[src/rtl/sha256_pkg.sv]
// rtl/sha256_pkg.sv - shared SHA-256 schedule constants, controller state encoding and sigma helpers
package sha256_pkg;

    localparam int W_LENGTH = 64;
    localparam int BLOCK_W  = 512;
    localparam int IDX_W    = $clog2(W_LENGTH);

    localparam logic [IDX_W-1:0] LAST_IDX = IDX_W'(W_LENGTH - 1);

    typedef enum logic [1:0] {
        IDLE  = 2'd0,
        RUN   = 2'd1,
        DRAIN = 2'd2,
        DONE  = 2'd3
    } sched_state_t;

    // small sigma 0 of the message schedule
    function automatic logic [31:0] ssig0(input logic [31:0] x);
        return {x[6:0], x[31:7]} ^ {x[17:0], x[31:18]} ^ {3'b000, x[31:3]};
    endfunction

    // small sigma 1 of the message schedule
    function automatic logic [31:0] ssig1(input logic [31:0] x);
        return {x[16:0], x[31:17]} ^ {x[18:0], x[31:19]} ^ {10'd0, x[31:10]};
    endfunction

endpackage

[src/rtl/w_sched_ctrl.sv]
// rtl/w_sched_ctrl.sv - sequencer driving the w64 expander and streaming W[t] to the round engine
module w_sched_ctrl
    import sha256_pkg::*;
(
    input  logic               clock,
    input  logic               reset,
    input  logic               blk_valid,
    output logic               blk_ready,
    input  logic [BLOCK_W-1:0] blk_data,
    output logic               sched_enable,
    output logic [IDX_W-1:0]   sched_index,
    output logic               sched_index_complete,
    output logic [BLOCK_W-1:0] sched_msg,
    input  logic               sched_complete,
    input  logic [31:0]        sched_cur_w,
    output logic               w_valid,
    input  logic               w_ready,
    output logic [31:0]        w_word,
    output logic [IDX_W-1:0]   w_round,
    output logic               block_done
);

    sched_state_t       state_q;
    sched_state_t       state_d;
    logic [IDX_W-1:0]   nxt_idx_q;
    logic [IDX_W-1:0]   w_round_q;
    logic               w_valid_q;
    logic [BLOCK_W-1:0] msg_q;
    logic               advance;
    logic               accept;

    // A new index may be issued when the output slot is empty or being accepted.
    assign advance = !w_valid_q || w_ready;
    assign accept  = blk_valid && blk_ready;

    assign sched_msg = msg_q;
    assign w_valid   = w_valid_q;
    assign w_round   = w_round_q;
    assign w_word    = sched_cur_w;

    // state register
    always_ff @(posedge clock or negedge reset) begin
        if (!reset) begin
            state_q <= IDLE;
        end else begin
            state_q <= state_d;
        end
    end

    // next-state decode
    always_comb begin
        state_d = state_q;
        case (state_q)
            IDLE:    if (accept) state_d = RUN;
            RUN:     if (advance && nxt_idx_q == LAST_IDX) state_d = DRAIN;
            DRAIN:   if (w_valid_q && w_ready) state_d = DONE;
            DONE:    state_d = IDLE;
            default: state_d = IDLE;
        endcase
    end

    // outputs; a stalled RUN re-presents the displayed round so the expander holds that word
    always_comb begin
        blk_ready            = 1'b0;
        sched_enable         = 1'b0;
        sched_index_complete = 1'b0;
        block_done           = 1'b0;
        sched_index          = nxt_idx_q;
        case (state_q)
            IDLE: begin
                // wait for the expander to report it is cleared before taking a block
                blk_ready = !sched_complete;
            end
            RUN: begin
                sched_enable = 1'b1;
                if (!advance) begin
                    sched_index = w_round_q;
                end
            end
            DRAIN: begin
                sched_enable         = 1'b1;
                sched_index_complete = 1'b1;
            end
            DONE: begin
                block_done = 1'b1;
            end
            default: ;
        endcase
    end

    // datapath: block latch, index counter and output slot
    always_ff @(posedge clock or negedge reset) begin
        if (!reset) begin
            msg_q     <= '0;
            nxt_idx_q <= '0;
            w_round_q <= '0;
            w_valid_q <= 1'b0;
        end else begin
            case (state_q)
                IDLE: begin
                    if (accept) begin
                        msg_q     <= blk_data;
                        nxt_idx_q <= '0;
                    end
                end
                RUN: begin
                    if (advance) begin
                        w_valid_q <= 1'b1;
                        w_round_q <= nxt_idx_q;
                        if (nxt_idx_q != LAST_IDX) begin
                            nxt_idx_q <= nxt_idx_q + 1'b1;
                        end
                    end
                end
                DRAIN: begin
                    if (w_valid_q && w_ready) begin
                        w_valid_q <= 1'b0;
                        w_round_q <= '0;
                        nxt_idx_q <= '0;
                    end
                end
                default: ;
            endcase
        end
    end

endmodule

[config.mk]
export PLATFORM = sky130hd
export DESIGN_NAME = w_sched_ctrl
export DESIGN_NICKNAME = d
export VERILOG_FILES = /design/src/rtl/sha256_pkg.sv /design/src/rtl/w_sched_ctrl.sv
export SDC_FILE = /design/constraint.sdc
export NUM_CORES = 1
export LEC_CHECK = 0
export BUFFER_PORTS_ARGS = -buffer_cell sky130_fd_sc_hd__buf_2
export CAP_MARGIN = 10
export CORE_AREA = 2 2 432 434
export CTS_BUF_LIST = sky130_fd_sc_hd__clkbuf_4 sky130_fd_sc_hd__clkbuf_8
export DETAILED_ROUTE_END_ITERATION = 6
export DIE_AREA = 0 0 434 436
export PLACE_DENSITY = 0.3
export SYNTH_ARGS = -nofsm -noshare
export SYNTH_HDL_FRONTEND = slang
export SYNTH_SLANG_ARGS = --single-unit
[constraint.sdc]
create_clock -name clock -period 1.71 [get_ports clock]
set_input_delay 0.171 -clock clock [delete_from_list [all_inputs] [get_ports clock]]
set_output_delay 0.171 -clock clock [all_outputs]
set_load 0.005 [all_outputs]
==> results of run 1 <==
[flip-flops by register name (all words and copies together), names as in the netlist]
register	count
nxt_idx_q	6
sched_msg	512
state_q	2
w_round	6
w_valid	1
[layer usage]
metal  routed length (um)  vias up
li1                     -     8467
met1                50600     9319
met2                62400      628
met3                 9900      236
met4                 4420        6
met5                   34        -
[worst register-to-register path, stage by stage (launching register included)]
cell and delay, ns:
dfrtp_1 0.36, inv_2 0.05, buf_4 0.13, ha_4 0.15, and2b_2 0.22, buf_12 0.13
nand2_8 0.12, buf_12 0.19, buf_16 0.16, buf_12 0.14, clkbuf_16 0.15, mux2_4 0.29
[timing repair]
item,4_1_cts,5_1_grt
hold buffers,789,0
resized for setup,103,182
pin swaps,5,2
setup buffers,52,38
endpoints found under the setup margin,671,571
gates cloned,32,25
endpoints found under the hold margin,1050,0
[synth_stat cells, types with 2 or more instances]
library cell and count:
nand3_1 3, nand2b_1 2, a21oi_1 12, buf_2 4, o21ai_0 9, inv_1 6
buf_4 32, nand2_1 14, dfrtp_1 527, ha_1 5, nor2b_1 2, nand4_1 2
clkbuf_1 3, o221ai_1 2, and3_1 6, mux2_4 480, buf_6 53, mux2_1 38
[how the worst min path moves through the flow]
stage / endpoint / depth (start not counted) / slack (ns)
finish: sched_msg[36]$_DFFE_PN0P_ / 3 / 0.13
global placement: sched_msg[68]$_DFFE_PN0P_ / 1 / 0.12
global route: sched_msg[188]$_DFFE_PN0P_ / 3 / 0.07
CTS: sched_msg[334]$_DFFE_PN0P_ / 3 / 0.00002
floorplan: nxt_idx_q[0]$_DFFE_PN0P_ / 0 / -0.12
detailed placement: sched_msg[43]$_DFFE_PN0P_ / 1 / 0.12
[power groups by stage]
stage                     sequential, mW  clock (mW)  combinational, mW
after floorplan                     22.6           0               11.4
after global routing                24.0        15.5               31.3
final                               23.2        14.2               29.4
after CTS                           23.0        15.1               28.6
after detailed placement            23.1           0               24.9
after global placement              23.2           0               24.9
[cell families after synthesis]
| logic type | count (synthesis) | share of synthesized area |
|---|---|---|
| flip-flops | 527 | 0.595 |
| multiplexers | 519 | 0.345 |
| buffers and inverters | 99 | 0.0404 |
| AND/OR/NAND/NOR | 33 | 0.00762 |
| AO/OA/AOI/OAI | 32 | 0.00903 |
| adder cells (fa/ha/maj) | 5 | 0.00282 |
[area by class of cell]
cell class,instances,area [um^2],share of cell area
repair buffers,2052,17100,0.388
flip-flops and latches,527,13200,0.300
multi-input cells,590,8330,0.189
well taps,2480,3100,0.0705
clock buffers,171,2070,0.0471
clock inverters,13,150,0.00341
diodes,15,37.5,0.000853
inverters,7,26.3,0.000597
[per-stage QoR]
| stage | util | total power, mW | TNS, ns | setup WS [ns] | hold WS (ns) |
|---|---|---|---|---|---|
| 2_1_floorplan | - | 34.0 | -8.74 | -0.0209 | -0.125 |
| 3_3_place_gp | 0.167 | 48.1 | -120.10 | -0.285 | 0.117 |
| 3_5_place_dp | 0.167 | 48.0 | -119.60 | -0.291 | 0.120 |
| 4_1_cts | 0.232 | 66.7 | -236.12 | -0.915 | 0.0000153 |
| 5_1_grt | 0.238 | 70.8 | -245.74 | -0.884 | 0.0709 |
| 6_report | 0.238 | 66.8 | -207.64 | -0.744 | 0.132 |
==> run metrics, run 1 <==
Initial Util=0.120; PortBufs=approximately 1,000; Die Span Y=436 um; critical path capture point=sched_index[2]; Worst path max stage delay=0.39 ns; die area=189,000 um^2; sequential power share=0.347; Startpoint Class=register; Filler Cell Count=19,700; per-cell routed wire length=21.7 um; unrepaired setup endpoints after global routing=true; worst-path cell chain=inv_2 -> buf_6 -> ha_4 -> inv_2 -> or2_4 -> mux2_4 -> buf_6; # nets final=3,842; commonest cells after routing, fill and taps aside=buf_2 (1,009), dlygate4sd3_1 (788), mux2_4 (517); Cells after Synth=1,215; Clock Latency Late Sink=0.84 ns; Worst Reg2Reg Path Length in Cells=11; commonest non-fill, non-tap cell in the layout=buf_2; failing checks=setup timing; GR met2 Demand/Resource=0.217; outcome=complete, but fails checks; final worst slack=-0.744 ns; CTS Buf Count=110; Synth Warn #=0; main area contributors after synthesis=dfrtp_1 (60%), mux2_4 (33%), buf_6 (2.7%); Reg2Reg Launch Point=state_q[1]$_DFFE_PN0P_; max cap viols=0; WP data arrival=approximately 2.3 ns; worst reg2reg setup slack=-0.48 ns; Placed Area=about 30,000 um^2; row cnt=around 160; Post-synth EDFFs=0; Synth Net Count=1,769; Tcrit/Tclk final=1.44; worst hold-check path type=in2async; crit end category=primary output; H-tree depth=3; Pleak=22.2 nW; CP max FO=6; grt peak-use layer=met2; Slew Limit Fails=0; DP Cell Count=4,742; Sw Ratio=0.333; Comb power frac=0.440; dominant cell type by area after synthesis=dfrtp_1; ys flop type=dfrtp_1; Clk pwr share=0.213; Detailed Routing Iterations Pass 1=5; Worst path slowest cell=dfrtp_1; vias per cell=3.19; Placer Congestion=0.850; fmax=407 MHz; final global-route overflow total=0; final WL=127 mm; Req. time, crit path=around 1.5 ns; GRT Overall Usage=0.129; Max rail drop VDD=approximately 0.59 mV; largest net degree at the start of global routing=between 50 and 60; Core Area=185,000 um^2; hpwl dp=between 90 and 100 mm; setup violators final=roughly 530; Yosys reg bits=around 530; endpoints failing hold=0; syn avg cell area=18.2 um^2; post-synthesis sequential area ratio=0.595; critical path depth=7; DR iter-0 viols=697; met3 Usage GRT=0.0414; Die W=434 um; Sw Pwr=around 22 mW; P_int=44.6 mW; CP bufs+invs=4; worst setup path class=reg2out; Final Non-Filler Cells=5,855; fraction of registers with async set or reset after synthesis=1.00; CTS root buffer=clkbuf_8; share of post-route cells with drive strength above 1=0.596; Area Overhead vs Synth=98.5%; Unique masters post-synth=33; share of the synthesized area in the top cell type=0.595; Clock Path Buffers=3; Slew @ Worst Pin=0.461 ns; clk_skew=0.0296 ns; pwr/cell area=around 1500 nW/um^2; Mapped Area=22,200 um^2; Remaining DRCs=0; via count=18,700; crit path from=state_q[1]$_DFFE_PN0P_; post-route cell area=44,000 um^2; Worst-path clk slew=0.06 ns; vias in the first global route=20,600; Clock Sinks=527; Tmin final=2.45 ns; M1 GR Usage=0.150; capturing point of the worst reg2reg path=sched_msg[361]$_DFFE_PN0P_; cell family with the largest share of critical-path delay=flip-flops; initial antenna violation count=39; TritonCTS clock tree=built; io pins=1,110; post-route ant nets=0; global-route wire length before repair=169 mm; Max-slew headroom=0.692
Note: power is estimated with default switching activity, not from simulation.
==> run 2, diff against run 1 <==
Settings changed: CORE_AREA 2 2 432 434 to 2 2 427 429, DIE_AREA 0 0 434 436 to 0 0 429 431.
Clock period 1.71 ns to 3 ns, I/O delays scaled along.
==> run metrics, run 2 (synthesized netlist as in run 1, its figures left out) <==
global-route wire length before repair=140 mm; final global-route overflow total=0; Worst Reg2Reg Path Length in Cells=7; Placer Congestion=between 0.7 and 0.8; TritonCTS clock tree=built; setup TNS after final layout=0 ns; Reg2Reg Launch Point=state_q[0]$_DFFE_PN0P_; outcome=finished clean; Tmin final=between 2 and 3 ns; DR iter-0 viols=540; worst-path cell chain=inv_1 -> ha_1 -> inv_2 -> or2_1 -> mux2_1 -> buf_2; max cap viols=0; Area Overhead vs Synth=70.4%; crit end category=primary output; Sw Pwr=approximately 11 mW; via count=between 15,000 and 20,000; die area=185,000 um^2; sequential power share=0.368; final WL=99.6 mm; GRT Overall Usage=0.105; CP bufs+invs=3; cts hold-fix bufs=between 500 and 600; Final Util=0.210; Die W=429 um; WP data arrival=2.42 ns; Remaining DRCs=0; clk_skew=about 0.038 ns; Pleak=19.3 nW; post-route ant nets=0; Tcrit/Tclk final=0.907; share of post-route cells with drive strength above 1=0.608; capturing point of the worst reg2reg path=sched_msg[406]$_DFFE_PN0P_; row cnt=156; max FFs per register=512; pwr/cell area=921 nW/um^2; CP max FO=8; Req. time, crit path=~2.7 ns; Clk pwr share=0.238; H-tree depth=3; commonest non-fill, non-tap cell in the layout=buf_2; Max rail drop VDD=0.378 mV; largest net degree at the start of global routing=95; Slew @ Worst Pin=0.614 ns; worst hold-check path type=in2async; Worst path max stage delay=roughly 0.4 ns; Die Span Y=431 um; worst reg2reg setup slack=0.66 ns; Worst path slowest cell=dfrtp_1; initial antenna violation count=19; cell family with the largest share of critical-path delay=flip-flops; P_int=23.6 mW; fmax=368 MHz; vias in the first global route=18,700; Startpoint Class=register; commonest cells after routing, fill and taps aside=buf_2 (1,044), dfrtp_1 (527), dlygate4sd3_1 (516); per-cell routed wire length=18.7 um; Clock Latency Late Sink=0.84 ns; setup violators final=0; Max-slew headroom=0.591; hpwl dp=76.8 mm; CTS root buffer=clkbuf_8; Slew Limit Fails=0; Detailed Routing Iterations Pass 1=4; Worst-path clk slew=0.06 ns; worst setup path class=reg2out; # nets final=3,411; vias per cell=3.10; PortBufs=1,045; post-CTS setup buffers=0; unrepaired setup endpoints after global routing=false; Core Area=180,000 um^2; Comb power frac=0.394; Sw Ratio=0.322; Clock Sinks=527; CTS resizes=0; endpoints failing hold=0; CTS Buf Count=about 110; Initial Util=0.123; Clock Path Buffers=3; io pins=1,110
-- run 2: cell types whose count changed in the layout (fill, tap and decap cells not counted), sizes merged --
cell | previous run | this run
buf | 1238 | 1107
bufinv | 2 | 0
clkbuf | 197 | 184
clkinv | 8 | 9
clkinvlp | 1 | 3
diode | 15 | 9
dlygate4sd3 | 788 | 516
nand2 | 16 | 15
-- run 2: worst max path at each step --
stage	cells after the start	to	slack (ns)	startpoint
6_report	6	sched_index[1]	0.28	state_q[1]$_DFFE_PN0P_
5_1_grt	6	sched_index[5]	0.07	state_q[1]$_DFFE_PN0P_
2_1_floorplan	6	sched_index[0]	1.20	state_q[1]$_DFFE_PN0P_
4_1_cts	6	sched_index[1]	0.08	state_q[1]$_DFFE_PN0P_
3_3_place_gp	7	sched_msg[502]$_DFFE_PN0P_	0.59	state_q[0]$_DFFE_PN0P_
3_5_place_dp	7	sched_msg[171]$_DFFE_PN0P_	0.58	state_q[0]$_DFFE_PN0P_
-- run 2: cell type report --
cell class / instances / area, um^2
fillers: 19600 / 142000
flip-flops and latches: 527 / 13200
repair buffers: 1623 / 11100
multi-input cells: 589 / 8090
well taps: 2370 / 2970
clock buffers: 184 / 2230
clock inverters: 14 / 106
inverters: 7 / 26.3
diodes: 9 / 22.5
-- run 2: tightest hold or removal path: stages --
cell and delay, ns:
dlygate4sd3_1 0.57, buf_8 0.29, buf_12 0.22
-- run 2: through the flow --
stage / worst slack, ns / hold WS, ns / area (um^2) / instances / total power [mW]
2_1_floorplan: 1.20 / 0.00441 / 22200 / 1215 / 19.4
3_3_place_gp: 0.587 / 0.233 / 30200 / 4599 / 26.3
3_5_place_dp: 0.581 / 0.234 / 30200 / 4599 / 26.2
4_1_cts: 0.0759 / 0.0259 / 37700 / 5314 / 35.6
5_1_grt: 0.0690 / 0.0890 / 37800 / 5320 / 36.9
6_report: 0.279 / 0.213 / 37800 / 5323 / 34.8
-- run 2: power groups by stage --
stage | clock network, mW | registers, mW | logic (mW)
2_1_floorplan | 0 | 12.9 | 6.47
3_3_place_gp | 0 | 12.9 | 13.4
3_5_place_dp | 0 | 12.8 | 13.4
4_1_cts | 8.77 | 12.8 | 14.1
5_1_grt | 9.08 | 13.3 | 14.6
6_report | 8.29 | 12.8 | 13.7
-- run 2: per-layer routing --
metal,GRT usage,wire [um],share of wire
met1,0.122,40400,0.41
met2,0.177,49400,0.50
met3,0.0358,6800,0.068
met4,0.0385,2940,0.030
met5,0,43,0.00043
